<file path="config.mk">
export PLATFORM = sky130hd
export DESIGN_NAME = uart_rx_sipo_flat
export DESIGN_NICKNAME = d
export VERILOG_FILES = /design/src/rtl/uart_pkg.sv /design/src/rtl/uart_rx_sipo_if.sv /design/src/rtl/uart_sync.sv /design/src/rtl/uart_rx_sipo.sv /design/src/flat_wrapper.sv
export SDC_FILE = /design/constraint.sdc
export NUM_CORES = 1
export LEC_CHECK = 0
export BUFFER_PORTS_ARGS = -buffer_cell sky130_fd_sc_hd__buf_2
export CORE_ASPECT_RATIO = 0.5
export CORE_MARGIN = 10
export CORE_UTILIZATION = 50
export DETAILED_ROUTE_END_ITERATION = 8
export PLACE_DENSITY = 0.82
export SYNTH_ARGS = -nofsm -noshare
export SYNTH_HDL_FRONTEND = slang
export SYNTH_SLANG_ARGS = --single-unit
</file>
<file path="constraint.sdc">
create_clock -name Tx_clk -period 1.3 [get_ports Tx_clk]
set_input_delay 0.065 -clock Tx_clk [delete_from_list [all_inputs] [get_ports Tx_clk]]
set_output_delay 0.065 -clock Tx_clk [all_outputs]
set_load 0.01 [all_outputs]
</file>
<file path="src/rtl/uart_pkg.sv">
// rtl/uart_pkg.sv - shared UART types and parity-mode constants
package uart_pkg;

  typedef enum logic [2:0] {
    IDLE,
    DATA,
    PARITY,
    STOP,
    BREAK
  } rx_state_t;

  // Parity mode selects, also used by the transmitter's parity generator
  localparam bit PARITY_EVEN = 1'b0;
  localparam bit PARITY_ODD  = 1'b1;

endpackage

</file>
<file path="src/rtl/uart_rx_sipo_if.sv">
// rtl/uart_rx_sipo_if.sv - received-byte holding register and frame status bus
interface uart_rx_sipo_if #(
  parameter int FIFO_WIDTH = 8
);
  logic [FIFO_WIDTH-1:0] dout;
  logic                  rx_valid;
  logic                  rx_ack;
  logic                  rx_done;
  logic                  parity_err;
  logic                  frame_err;
  logic                  break_det;
  logic                  overrun;

  modport master (
    output dout, rx_valid, rx_done, parity_err, frame_err, break_det, overrun,
    input  rx_ack
  );

  modport slave (
    input  dout, rx_valid, rx_done, parity_err, frame_err, break_det, overrun,
    output rx_ack
  );
endinterface

</file>
<file path="src/rtl/uart_sync.sv">
// rtl/uart_sync.sv - N-flop synchronizer with asynchronous reset to a set value
module uart_sync #(
  parameter int STAGES    = 2,
  parameter bit RESET_VAL = 1'b1
) (
  input  logic clk_i,
  input  logic rst_i,
  input  logic d_i,
  output logic q_o
);
  logic [STAGES-1:0] sync_q;

  always_ff @(posedge clk_i or posedge rst_i) begin
    if (rst_i) begin
      sync_q <= {STAGES{RESET_VAL}};
    end else begin
      sync_q <= {sync_q[STAGES-2:0], d_i};
    end
  end

  assign q_o = sync_q[STAGES-1];
endmodule

</file>
<file path="src/rtl/uart_rx_sipo.sv">
// rtl/uart_rx_sipo.sv - UART receiver: start + MSB-first data + parity + stop into bytes
module uart_rx_sipo
  import uart_pkg::*;
#(
  parameter int FIFO_WIDTH  = 8,
  parameter bit PARITY_ODD  = uart_pkg::PARITY_EVEN,
  parameter int SYNC_STAGES = 2
) (
  input  logic           Tx_clk,
  input  logic           rst,
  input  logic           rx,
  output logic           busy,
  uart_rx_sipo_if.master bus
);
  localparam int CNT_W = $clog2(FIFO_WIDTH + 1);

  logic rx_s;

  uart_sync #(
    .STAGES   (SYNC_STAGES),
    .RESET_VAL(1'b1)
  ) u_sync (
    .clk_i(Tx_clk),
    .rst_i(rst),
    .d_i  (rx),
    .q_o  (rx_s)
  );

  rx_state_t             state_q, state_d;
  logic [CNT_W-1:0]      cnt_q, cnt_d;
  logic [FIFO_WIDTH-1:0] sr_q, sr_d;
  logic [FIFO_WIDTH-1:0] dout_q, dout_d;
  logic                  par_q, par_d;
  logic                  valid_q, valid_d;
  logic                  done_q, done_d;
  logic                  perr_q, perr_d;
  logic                  ferr_q, ferr_d;
  logic                  brk_q, brk_d;
  logic                  ovr_q, ovr_d;
  logic                  complete;

  always_ff @(posedge Tx_clk or posedge rst) begin
    if (rst) begin
      state_q <= IDLE;
      cnt_q   <= '0;
      sr_q    <= '0;
      dout_q  <= '0;
      par_q   <= 1'b0;
      valid_q <= 1'b0;
      done_q  <= 1'b0;
      perr_q  <= 1'b0;
      ferr_q  <= 1'b0;
      brk_q   <= 1'b0;
      ovr_q   <= 1'b0;
    end else begin
      state_q <= state_d;
      cnt_q   <= cnt_d;
      sr_q    <= sr_d;
      dout_q  <= dout_d;
      par_q   <= par_d;
      valid_q <= valid_d;
      done_q  <= done_d;
      perr_q  <= perr_d;
      ferr_q  <= ferr_d;
      brk_q   <= brk_d;
      ovr_q   <= ovr_d;
    end
  end

  always_comb begin
    state_d  = state_q;
    cnt_d    = cnt_q;
    sr_d     = sr_q;
    par_d    = par_q;
    perr_d   = perr_q;
    ferr_d   = ferr_q;
    brk_d    = brk_q;
    complete = 1'b0;

    case (state_q)
      IDLE: begin
        if (!rx_s) begin
          cnt_d   = '0;
          state_d = DATA;
        end
      end
      DATA: begin
        sr_d  = {sr_q[FIFO_WIDTH-2:0], rx_s};
        cnt_d = cnt_q + 1'b1;
        if (cnt_q == CNT_W'(FIFO_WIDTH - 1)) begin
          state_d = PARITY;
        end
      end
      PARITY: begin
        par_d   = rx_s;
        state_d = STOP;
      end
      STOP: begin
        complete = 1'b1;
        ferr_d   = !rx_s;
        perr_d   = par_q != (^sr_q ^ PARITY_ODD);
        if (rx_s) begin
          state_d = IDLE;
        end else begin
          state_d = BREAK;
          brk_d   = (sr_q == '0);
        end
      end
      BREAK: begin
        if (rx_s) begin
          state_d = IDLE;
          brk_d   = 1'b0;
        end
      end
      default: state_d = IDLE;
    endcase
  end

  // An ack on the completion edge consumes the old byte, so the new one is not an overrun
  always_comb begin
    done_d  = complete;
    dout_d  = complete ? sr_q : dout_q;
    valid_d = valid_q;
    ovr_d   = ovr_q;
    if (bus.rx_ack && valid_q) begin
      valid_d = 1'b0;
      ovr_d   = 1'b0;
    end
    if (complete) begin
      valid_d = 1'b1;
      if (valid_q && !bus.rx_ack) begin
        ovr_d = 1'b1;
      end
    end
  end

  assign bus.dout       = dout_q;
  assign bus.rx_valid   = valid_q;
  assign bus.rx_done    = done_q;
  assign bus.parity_err = perr_q;
  assign bus.frame_err  = ferr_q;
  assign bus.break_det  = brk_q;
  assign bus.overrun    = ovr_q;
  assign busy           = (state_q != IDLE);
endmodule

</file>
<file path="src/flat_wrapper.sv">
// flat-port wrapper written by rule: the top's interface ports become plain ports
module uart_rx_sipo_flat import uart_pkg::*;
#(
  parameter int FIFO_WIDTH  = 8,
  parameter bit PARITY_ODD  = uart_pkg::PARITY_EVEN,
  parameter int SYNC_STAGES = 2
)
  (Tx_clk, rst, rx, busy, bus_dout, bus_rx_valid, bus_rx_done, bus_parity_err, bus_frame_err, bus_break_det, bus_overrun, bus_rx_ack);
  uart_rx_sipo_if #(.FIFO_WIDTH(FIFO_WIDTH)) bus_i ();
  input  logic Tx_clk;
  input  logic rst;
  input  logic rx;
  output logic busy;
  output wire logic [$bits(bus_i.dout)-1:0] bus_dout;
  output wire logic [$bits(bus_i.rx_valid)-1:0] bus_rx_valid;
  output wire logic [$bits(bus_i.rx_done)-1:0] bus_rx_done;
  output wire logic [$bits(bus_i.parity_err)-1:0] bus_parity_err;
  output wire logic [$bits(bus_i.frame_err)-1:0] bus_frame_err;
  output wire logic [$bits(bus_i.break_det)-1:0] bus_break_det;
  output wire logic [$bits(bus_i.overrun)-1:0] bus_overrun;
  input wire logic [$bits(bus_i.rx_ack)-1:0] bus_rx_ack;
  assign bus_dout = bus_i.dout;
  assign bus_rx_valid = bus_i.rx_valid;
  assign bus_rx_done = bus_i.rx_done;
  assign bus_parity_err = bus_i.parity_err;
  assign bus_frame_err = bus_i.frame_err;
  assign bus_break_det = bus_i.break_det;
  assign bus_overrun = bus_i.overrun;
  assign bus_i.rx_ack = bus_rx_ack;
  uart_rx_sipo #(.FIFO_WIDTH(FIFO_WIDTH), .PARITY_ODD(PARITY_ODD), .SYNC_STAGES(SYNC_STAGES)) u_core (.Tx_clk(Tx_clk), .rst(rst), .rx(rx), .busy(busy), .bus(bus_i));
endmodule
</file>
After elaboration in Yosys (flattened, before gate mapping)
Index checks and enable logic that the tools add are counted.
W data, S select, Z words.
{"block": "totals", "reg_bits": 32, "latchBits": 0, "ramBits": 0, "romBits": 0, "input_bits": 4, "mem_count": 0}
{"block": "op_classes", "n_addsub": 1, "n_mul": 0, "n_div": 0, "n_lt_le_gt_ge": 0, "n_eq_ne": 10, "shifts": 0, "n_mux": 16, "bitwise_logic": 0, "reduce_logical": 14}
{"cell": "$pmux W3 S5", "n": 1}
{"cell": "$mux W3", "n": 4}
{"cell": "$logic_not A8 Y1", "n": 1}
{"cell": "$mux W1", "n": 8}
{"cell": "$pmux W4 S2", "n": 1}
{"cell": "$reduce_xor A8 Y1", "n": 1}
{"cell": "$eq A3 B2 Y1 const B", "n": 2}
{"cell": "$ne A2 B2 Y1 const B", "n": 3}
{"cell": "$reduce_and A3 Y1", "n": 2}
{"cell": "$reduce_bool A2 Y1", "n": 3}
{"cell": "$add A4 B1 Y4 const B", "n": 1}
{"cell": "$eq A4 B3 Y1 const B", "n": 1}
{"cell": "$mux W4", "n": 1}
{"cell": "$eq A3 B1 Y1 const B", "n": 1}
{"cell": "$eq A3 B3 Y1 const B", "n": 1}
{"cell": "$logic_not A3 Y1", "n": 1}
{"cell": "$reduce_bool A3 Y1", "n": 1}
{"cell": "$logic_and A1 B1 Y1", "n": 2}
{"cell": "$logic_not A1 Y1", "n": 2}
{"cell": "$ne A2 B1 Y1 const B", "n": 1}
{"cell": "$pmux W1 S2", "n": 1}
{"cell": "$reduce_and A2 Y1", "n": 1}
{"cell": "$ne A1 B1 Y1", "n": 1}

Depth between registers and ports, before layout
Gate-level depths: netlist (run 1).
{"block": "depth", "ltp_word": 4, "mapped_depth": 5, "depth_no_buf": 5}

Hierarchy
Synthesis (run 1) repeated with hierarchy kept, for this count alone.
{"block": "unflattened", "hier_cells": 121, "hier_area_um2": 1402.6}
{"module": "uart_rx_sipo", "instances": 1, "cells_per_inst": 118, "area_each_um2": 1346.3}
{"module": "uart_sync", "instances": 1, "cells_per_inst": 3, "area_each_um2": 56.3}

Worst setup path after synthesis (run 1)
OpenSTA, ideal clock, no wires.
{"block": "synth_path", "path_type": "register to register", "startpoint": "reg u_core.sr_q[2]", "endpoint": "reg u_core.perr_q (netlist: u_core.bus.parity_err)", "arrival_time_ns": 1.204, "required_time_ns": 1.164, "slack_ns": -0.040, "stages_incl_launch_ff": 6, "path_buffers": 0, "synth_period_minus_slack_ns": 1.340, "path_cell_list": "dfrtp_1 -> inv_1 -> ha_1 -> xnor3_1 -> xnor2_1 -> o21ai_0"}
{"block": "synth_between", "elab_chain_len": 2}
{"item": "start: declaration", "line_no": "uart_rx_sipo.sv:31", "source": "logic [FIFO_WIDTH-1:0] sr_q, sr_d;"}
{"item": "start signal: assignment", "line_no": "uart_rx_sipo.sv:58", "source": "sr_q <= sr_d;"}
{"item": "$reduce_xor A8 Y1", "line_no": "uart_rx_sipo.sv:101", "source": "perr_d = par_q != (^sr_q ^ PARITY_ODD);"}
{"item": "$ne A1 B1 Y1", "line_no": "uart_rx_sipo.sv:101"}
{"item": "end signal: assignment", "line_no": "uart_rx_sipo.sv:63", "source": "perr_q <= perr_d;"}
{"item": "end: declaration", "line_no": "uart_rx_sipo.sv:36", "source": "logic perr_q, perr_d;"}
No other way between the ends.
A chain may end at the register's enable or synchronous reset.

Worst setup path in the final report (run 1)
Ends and elaborated chain as after synthesis.

==> results.toml, run 1 <==
[critical_path]
cp_data_arrival_time_ns = 1.60
cp-end-kind = "flop"
crit_path_start_kind = "flop"
path_class = "reg2reg"
cp_max_fo = 2
required_ns = 1.47
rrSetupSlack_ns = -0.14

[final_layout]
fin_util_pct = 71.38
fill_cells = 159
fin_area_um2 = 1869
diodes = 0
nNetsFinal = 175
layout-drive-gt1-share_pct = 41.32
areaGrowthSynthToFinish_pct = 34.47

[sta]
slew_headroom_pct = 73.18
max_slew.worst_pin.slew_ns = 0.4023
fmax_mhz = 695.8
rsz0062_at_grt = "true"
layout_setup_ws_ns = -0.1371
fin_crit_sh_pct = 110.5
final.min_clock_period_ns = 1.437
finClkSkew_ns = 0.008397
maxSlewViolCount = 0
setup_viol = 5
whs_ns = 0.3500
hold_violations = 0
tns_ns = -0.3142

[run]
cap_violations = 0

[global_routing]
grt_antenna_before_repair = 0
grt_max_degree = 33
grt_pass1_vias = 1137
grt_usage_pct = 13.79
grt_pass1_wl_um = 5671
overflow = 0

[synth]
synth-seq-cells = 32
yosysWarningCount = 0
post_synth_most_frequent_cells = "dfrtp_1, inv_1, nand2_1, o21ai_0, mux2i_1"
yosys.area.top_type = "dfrtp_1"
synth_cell_types = 34
syn_area_per_cell_um2 = 11.49
netlist_top_cells_area = "dfrtp_1, mux2i_1, ha_1"
syn_nets = 130
yosysMostFrequentCell = "dfrtp_1"
yosys.area.top_type_share_pct = 54.01
yosysSeqAreaShare_pct = 57.79
async_flop_share_pct = 100.0
synth_area_um2 = 1390
synthFlopType = "dfrtp_1"
syn_inst = 121
synth_edf_count = 0

[pwr]
p_leak_nw = 0.9710
power.density_nw_per_um2 = 2725
ir_drop_uv = 1974

[outcome]
violations = "setup timing"
outcome = "complete, but fails checks"

[cts]
cts_tree = "yes"
h-tree-depth = 2
numCtsBuffers = 5
clk_latency_ns = 0.29
clk_path_buf_depth = 2
root_buffer = "clkbuf_8"
clkTransAtPathRegs_ns = 0.07
cts_sinks = 32

[floorplanning]
die_w_um = 94.57
initial_core_util_pct = 53.08
core-area_um2 = 2619
ios = 19
dieHeight_um = 57.29
rows = 13
die_area_um2 = 5417

[route]
drt-wirelength-per-cell_um = 16.52
drtAntennaViolNets = 0
vias_per_cell = 5.142
wl_um = 3371
dr.pass1.iters = 4
drcViolationCount = 0
vias = 1049
drtIter0Drc = 56

[placement]
dpl_cell_area_um2 = 1615
dp_hpwl_um = 2075
pre_cts_ws_ns = -0.1092
place.gp.congestion = 0.7553
io_buffers = 18

[hold_path]
hp-class = "reg2reg"
## logic make-up (layout without fill, tap and decap cells)
family / after synthesis / in the layout / synth area share [%]
flops: 32 / 32 / 57.79
compound gates: 26 / 26 / 11.07
simple gates: 26 / 26 / 10.08
buf+inv: 19 / 65 / 6.300
mux: 10 / 10 / 7.381
fa+ha+maj: 5 / 5 / 4.500
xor+xnor: 3 / 3 / 2.880
## sequential cells by signal, indices dropped and copies added (netlist names), named ones only
signal                 flops
u_core.cnt_q               4
u_core.bus.parity_err      1
u_core.state_q             3
u_core.bus.dout            8
u_core.sr_q                8
u_core.bus.frame_err       1
u_core.bus.break_det       1
u_core.u_sync.sync_q       2
u_core.bus.rx_done         1
u_core.bus.rx_valid        1
u_core.par_q               1
## power by group
group          switching, W  leakage [nW]  internal (W)
registers          0.000251         0.383       0.00144
clock network      0.000368        0.0510      0.000422
logic               0.00122         0.537       0.00139
total               0.00184         0.971       0.00325
## cells in the final DEF, fill, tap and decap left out, types with 3 or more instances in the layout
| master | count |
|---|---|
| a21oi_1 | 5 |
| a22o_1 | 3 |
| buf_2 | 17 |
| buf_4 | 16 |
| buf_6 | 8 |
| clkbuf_8 | 6 |
| dfrtp_1 | 27 |
| dfrtp_2 | 3 |
| dlygate4sd3_1 | 3 |
| inv_1 | 8 |
| inv_2 | 5 |
| mux2i_1 | 8 |
| nand2_1 | 11 |
| o21ai_0 | 9 |
| o21ai_1 | 4 |
## critical path: stages (launching register included)
cell and delay (ns):
dfrtp_1 0.34, inv_2 0.06, ha_4 0.26, xnor3_1 0.38, xnor2_1 0.18, o21ai_1 0.09
## routing by layer
metal / part of all wire [%] / GRT usage (%) / up-vias
met3: 3.7 / 5.867 / 6
li1: - / - / 502
met2: 49 / 21.50 / 23
met4: 2.4 / 8.263 / 0
met5: 0 / 0 / -
met1: 45 / 15.53 / 518
## stage by stage
step	std cells	power, W
4_1_cts	204	0.004977
5_1_grt	204	0.005450
3_5_place_dp	187	0.003908
3_3_place_gp	187	0.003747
2_1_floorplan	121	0.003086
6_report	204	0.005094
## path summary, 6_finish.rpt
| path | endpoint | cells past startpoint | startpoint |
|---|---|---|---|
| min | u_core.u_sync.sync_q[1] | 0 | u_core.u_sync.sync_q[0] |
| min reg2reg | u_core.u_sync.sync_q[1] | 0 | u_core.u_sync.sync_q[0] |
| max reg2reg | u_core.bus.parity_err | 5 | u_core.sr_q[2] |
| max in group asynchronous | u_core.u_sync.sync_q[0] | 4 | rst |
| max | u_core.bus.parity_err | 5 | u_core.sr_q[2] |
| min in group asynchronous | u_core.cnt_q[3] | 4 | rst |
## area by class of cell
class	instances	area (µm²)	area share, %
clock buffers	6	82.58	4.418
clock inverters	2	10.01	0.5355
inverters	13	48.80	2.610
multi-input cells	70	549.3	29.38
flip-flops and latches	32	807.0	43.17
well taps	37	46.29	2.477
repair buffers	44	325.3	17.40
## repair_timing
action | 4_1_cts | 5_1_grt
resized for setup | 17 | 7
setup buffers | 6 | 0
pin swaps | 2 | 2
hold endpoints to repair | 33 | 0
hold buffers | 3 | 0
setup endpoints to repair | 3 | 16
(Power assumes the default switching activity.)
==> run 2, diff against run 1 <==
--- a/config.mk
+++ b/config.mk
@@ -6,4 +6,5 @@
 export NUM_CORES = 1
 export LEC_CHECK = 0
+export ABC_AREA = 1
 export BUFFER_PORTS_ARGS = -buffer_cell sky130_fd_sc_hd__buf_2
 export CORE_ASPECT_RATIO = 0.5
==> constraint.sdc (replaced) <==
create_clock -name Tx_clk -period 1.3 [get_ports Tx_clk]
set_input_delay 0.065 -clock Tx_clk [delete_from_list [all_inputs] [get_ports Tx_clk]]
set_output_delay 0.065 -clock Tx_clk [all_outputs]
set_load 0.005 [all_outputs]
==> run 2 against run 1 <==
  * The flow now finishes without violations
  * Die area up 1.2%
  * Routed wire length down 17%
  * Fmax up 15%
  * Sequential power about the same
  * Area after synthesis up 1.7%
  * Largest power group unchanged
  * Cell count up 6.9%
  * Largest cell class unchanged
  * Sequential share of layout area up 2.8 points
  * Final area down 6.6%
  * Via count up 2.6%
  * Clock power up 18%
  * Combinational power down 23%
  * First-iteration DRC count down 25%
  * Critical endpoint unchanged
==> results.toml, run 2 <==
[floorplanning]
die_area_um2 = 5484
rows = 13
initial_core_util_pct = 53.33
dieHeight_um = 57.60
ios = 19
core-area_um2 = 2651
die_w_um = 95.20

[route]
drtAntennaViolNets = 0
drtIter0Drc = 42
vias = 1076
dr.pass1.iters = 4
drcViolationCount = 0
vias_per_cell = 4.936
drt-wirelength-per-cell_um = 12.78
wl_um = 2785

[sta]
whs_ns = 0.3557
slew_headroom_pct = 73.40
finClkSkew_ns = 0.009815
max_slew.worst_pin.slew_ns = 0.3990
tns_ns = 0
final.min_clock_period_ns = 1.248
fin_crit_sh_pct = 96.03
hold_violations = 0
maxSlewViolCount = 0
setup_viol = 0
fmax_mhz = 801.1

[synth]
async_flop_share_pct = 100.0
synth-seq-cells = 32
synth_area_um2 = 1414
syn_area_per_cell_um2 = 9.426
post_synth_most_frequent_cells = "nand2_1, dfrtp_1, inv_1, o21ai_1"
syn_nets = 159
yosysMostFrequentCell = "nand2_1"
yosys.area.top_type = "dfrtp_1"
synth_fa_ha_area_share_pct = 4.425
yosysWarningCount = 0
syn_inst = 150
synth_top_family_by_area = "simple AND/OR/NAND/NOR gates"
synth_compound_area_share_pct = 11.42
yosys.area.top_type_share_pct = 53.10
yosysSeqAreaShare_pct = 56.81
synth_cell_types = 21
synthFlopType = "dfrtp_1"
synth_edf_count = 0
synth-xor-area-share_pct = 0.6195
yosys.area_share.simple_pct = 17.35
netlist_top_cells_area = "dfrtp_1, nand2_1, o21ai_1"
synthMuxAreaShare_pct = 0.7080

[pwr]
ir_drop_uv = 1368
power.density_nw_per_um2 = 2644
p_leak_nw = 0.8926
finalPower_w = 0.004615

[global_routing]
grt_max_degree = 33
grt_pass1_vias = 1027
grt_antenna_before_repair = 0
overflow = 0
grt_pass1_wl_um = 4567
grt_usage_pct = 10.76

[critical_path]
cp_max_fo = 3
required_ns = 1.49
crit_path_start_kind = "flop"
cp_data_arrival_time_ns = 1.44
cp-end-kind = "flop"
path_class = "reg2reg"

[placement]
io_buffers = 18
dp_hpwl_um = 1901
placedCellCount = 205
place.gp.congestion = 0.7757

[run]
cap_violations = 0

[cts]
clk_latency_ns = 0.29
root_buffer = "clkbuf_8"
clkTransAtPathRegs_ns = 0.07
clk_path_buf_depth = 2
h-tree-depth = 2
numCtsBuffers = 5
cts_tree = "yes"
cts_sinks = 32

[final_layout]
fill_cells = 194
diodes = 0
fin_util_pct = 65.83
areaGrowthSynthToFinish_pct = 23.45
final_common_cell = "nand2_1"
layout-drive-gt1-share_pct = 28.73
fin_cells = 218
mostFrequentLayoutCells = "nand2_1, dfrtp_1, o21ai_1, buf_2, inv_1"
nNetsFinal = 189

[outcome]
outcome = "finished clean"

[hold_path]
hp-class = "reg2reg"
run 2: changes by cell type after synthesis, sizes merged, moves of 7 or more:
cell	delta
nand2	+28
o21ai	+12
nand3	+7
inv	+11
mux2i	-7
run 2: per-stage QoR:
stage          setup WS (ns)  instance area [µm²]
2_1_floorplan         0.1243                 1414
3_3_place_gp         0.04405                 1560
3_5_place_dp        0.005626                 1560
4_1_cts             0.002068                 1698
5_1_grt             -0.01434                 1745
6_report             0.05165                 1745
run 2: worst max-delay path, cell delays in order (launching register included):
cell	delay (ns)
dfrtp_1	0.38
inv_2	0.06
ha_1	0.30
xnor2_2	0.17
nand3_1	0.10
nand3_1	0.08
nand2_1	0.05
run 2: kinds of logic (layout without fill, tap and decap cells):
kind of cell	Yosys count	in the layout
muxes	1	1
buffers and inverters	28	59
and+or+nand+nor	55	55
adders and majority gates	5	5
xor gates and xnor gates	1	1
DFF	32	32
AOI/OAI and AO/OA	28	28
run 2: cell type report:
type / instances / area, µm² / share of cell area [%]
Clock buffer: 6 / 72.57 / 4.158
Inverter: 24 / 90.09 / 5.161
Multi-Input combinational cell: 90 / 520.5 / 29.82
Sequential cell: 32 / 803.3 / 46.02
Timing Repair Buffer: 27 / 177.7 / 10.18
Clock inverter: 2 / 35.03 / 2.007
Tap cell: 37 / 46.29 / 2.652
run 2: what timing repair did:
action / in CTS / in global routing
endpoints found under the hold margin: 33 / 0
buffers inserted: 0 / 2
setup endpoints to repair: 0 / 1
resized for setup: 0 / 8
hold buffers: 3 / 0
run 2: final timing paths:
path / start / to / slack, ns / cells after the start
worst max-delay path: u_core.sr_q[3] / u_core.bus.parity_err / 0.05 / 6
worst min-delay path: u_core.u_sync.sync_q[0] / u_core.u_sync.sync_q[1] / 0.36 / 0
worst max register to register: u_core.sr_q[3] / u_core.bus.parity_err / 0.05 / 6
worst min register to register: u_core.u_sync.sync_q[0] / u_core.u_sync.sync_q[1] / 0.36 / 0
max in group asynchronous: rst / u_core.u_sync.sync_q[1] / 0.57 / 4
min in group asynchronous: rst / u_core.bus.dout[2] / 0.39 / 4
run 2: report_power, final:
part	switching, W	internal (W)	leakage [nW]
Clock	0.000362	0.000568	0.0552
Combinational	0.00112	0.000889	0.428
Sequential	0.000276	0.00140	0.409
Total	0.00175	0.00286	0.893
run 2: per-layer routing:
| layer | vias up | global-route usage, % | wire [µm] |
|---|---|---|---|
| met3 | 6 | 4.954 | 196 |
| met2 | 24 | 17.58 | 1350 |
| met1 | 504 | 10.79 | 1193 |
| met4 | 0 | 7.627 | 46 |
| li1 | 542 | - | - |
| met5 | - | 0 | 0 |
==> run 3, diff against run 2 <==
Settings changed: ABC_AREA 1 to not set, ABC_CLOCK_PERIOD_IN_PS set to 1300.
==> run 3 against run 2 <==
  * The flow now finishes with violations (setup timing)
  * Clock power increased by 13%
  * Final area increased by 11%
  * Critical path type unchanged
  * Global-route usage increased by 3.1 points
  * Non-clock buffer count rose by 21
  * Sequential cell count stayed put
  * Critical path depth decreased by 1
  * Core utilization increased by 8.3 points
  * Total power is 18% higher
  * Clock skew decreased by 0.0018 ns
  * Critical endpoint unchanged
  * Register-to-register slack got worse by 0.16 ns
==> results.toml, run 3 (synthesized netlist as in run 1, its figures left out) <==
[global_routing]
overflow = 0
grt_max_degree = 33
grt_antenna_before_repair = 0
grt_pass1_vias = 1202
grt_usage_pct = 13.85
use_met1_pct = 15.01
use_met2_pct = 25.39
grt_util_met3_pct = 3.129
grt_pass1_wl_um = 5885
grt_busiest_layer = "met2"

[final_layout]
seq_area_um2 = 804.5
fin_area_um2 = 1941
nNetsFinal = 179
diodes = 0
fill_cells = 153
mostFrequentLayoutCells = "dfrtp_1, buf_4, buf_2, nand2_1, o21ai_0"
multi_input_area_um2 = 559.3
final_common_cell = "dfrtp_1"
areaGrowthSynthToFinish_pct = 39.60
layout-drive-gt1-share_pct = 43.27

[critical_path]
crit_path_start_kind = "flop"
cpPeakStageDelay_ns = 0.39
path_delay_family = "XOR/XNOR gates"
cp-end-kind = "flop"
required_ns = 1.46
slowest_stage = "xnor3_1"
cp_num_buf_inv = 1
cp_max_fo = 2
path_cells = "inv_2 -> ha_4 -> xnor3_1 -> xnor2_1 -> o21ai_1"
path_class = "reg2reg"
r2r_cells = 5
path_depth = 5
cp_data_arrival_time_ns = 1.58

[pwr]
finalPower_w = 0.005448
p_leak_nw = 0.9887
ir_drop_uv = 1886
power.density_nw_per_um2 = 2807

[route]
vias_per_cell = 5.163
drtIter0Drc = 70
drt-wirelength-per-cell_um = 17.00
drtAntennaViolNets = 0
drcViolationCount = 0
vias = 1074
wl_um = 3537
dr.pass1.iters = 4

[cts]
clk_path_buf_depth = 2
numCtsBuffers = 5
cts_sinks = 32
cts_tree = "yes"
clkTransAtPathRegs_ns = 0.07
h-tree-depth = 2
root_buffer = "clkbuf_8"
clk_latency_ns = 0.28

[floorplanning]
die_area_um2 = 5417
core-area_um2 = 2619
dieHeight_um = 57.29
initial_core_util_pct = 53.08
ios = 19
die_w_um = 94.57
rows = 13

[hold_path]
hp-class = "reg2reg"
worstHoldPathCells = 0

[sta]
layout_setup_ws_ns = -0.1128
rsz0062_at_grt = "true"
fin_crit_sh_pct = 108.7
maxSlewViolCount = 0
finClkSkew_ns = 0.007995
slew_headroom_pct = 72.99
max_slew.worst_pin.slew_ns = 0.4052
final.min_clock_period_ns = 1.413
fmax_mhz = 707.8
hold_violations = 0
setup_viol = 11

[placement]
dpl_cell_area_um2 = 1630
io_buffers = 18
pre_cts_ws_ns = -0.1423
place.gp.congestion = 0.7702
dp_hpwl_um = 2149

[outcome]
outcome = "complete, but fails checks"
violations = "setup timing"

[run]
cap_violations = 0
## run 3: where the power goes
part | total [W] | internal [W] | switching [W]
clock | 0.00105 | 0.000676 | 0.000371
sequential | 0.00169 | 0.00143 | 0.000256
combinational | 0.00271 | 0.00150 | 0.00121
## run 3: final cells by class
| class | instances | share of cell area, % |
|---|---|---|
| Timing Repair Buffer | 48 | 18.31 |
| Inverter | 13 | 2.515 |
| Clock buffer | 7 | 4.965 |
| Tap cell | 37 | 2.386 |
| Multi-Input combinational cell | 70 | 28.82 |
| Sequential cell | 32 | 41.46 |
| Clock inverter | 1 | 1.547 |
## run 3: timing repair
action                                 in CTS  in global routing
endpoints found under the hold margin      32                  0
resized for setup                          10                 14
pin swaps                                   3                  5
hold buffers                                3                  0
setup buffers                               5                  3
setup endpoints to repair                   3                 23
## run 3: worst paths after layout
kind	slack, ns	from	to
max	-0.11	u_core.sr_q[7]	u_core.bus.parity_err
min	0.37	u_core.u_sync.sync_q[0]	u_core.u_sync.sync_q[1]
max reg2reg	-0.11	u_core.sr_q[7]	u_core.bus.parity_err
min reg2reg	0.37	u_core.u_sync.sync_q[0]	u_core.u_sync.sync_q[1]
max in group asynchronous	0.56	rst	u_core.u_sync.sync_q[1]
min in group asynchronous	0.41	rst	u_core.cnt_q[0]
## run 3: routing by layer
metal	vias to the layer above	routed length, µm	part of all wire (%)
met5	-	0	0
met4	0	31	0.88
met1	530	1530	43
met2	34	1838	52
li1	506	-	-
met3	4	135	3.8
## run 3: per-stage QoR
stage	std cells	util, %	setup TNS (ns)	hold WS (ns)
3_5_place_dp	189	62.26	-0.1879	0.1712
2_1_floorplan	121	-	-0.03042	0.06948
6_report	208	74.10	-0.3890	0.3712
4_1_cts	205	71.38	-0.3269	0.3590
3_3_place_gp	189	62.26	-0.04516	0.1572
5_1_grt	208	74.10	-1.040	0.3770
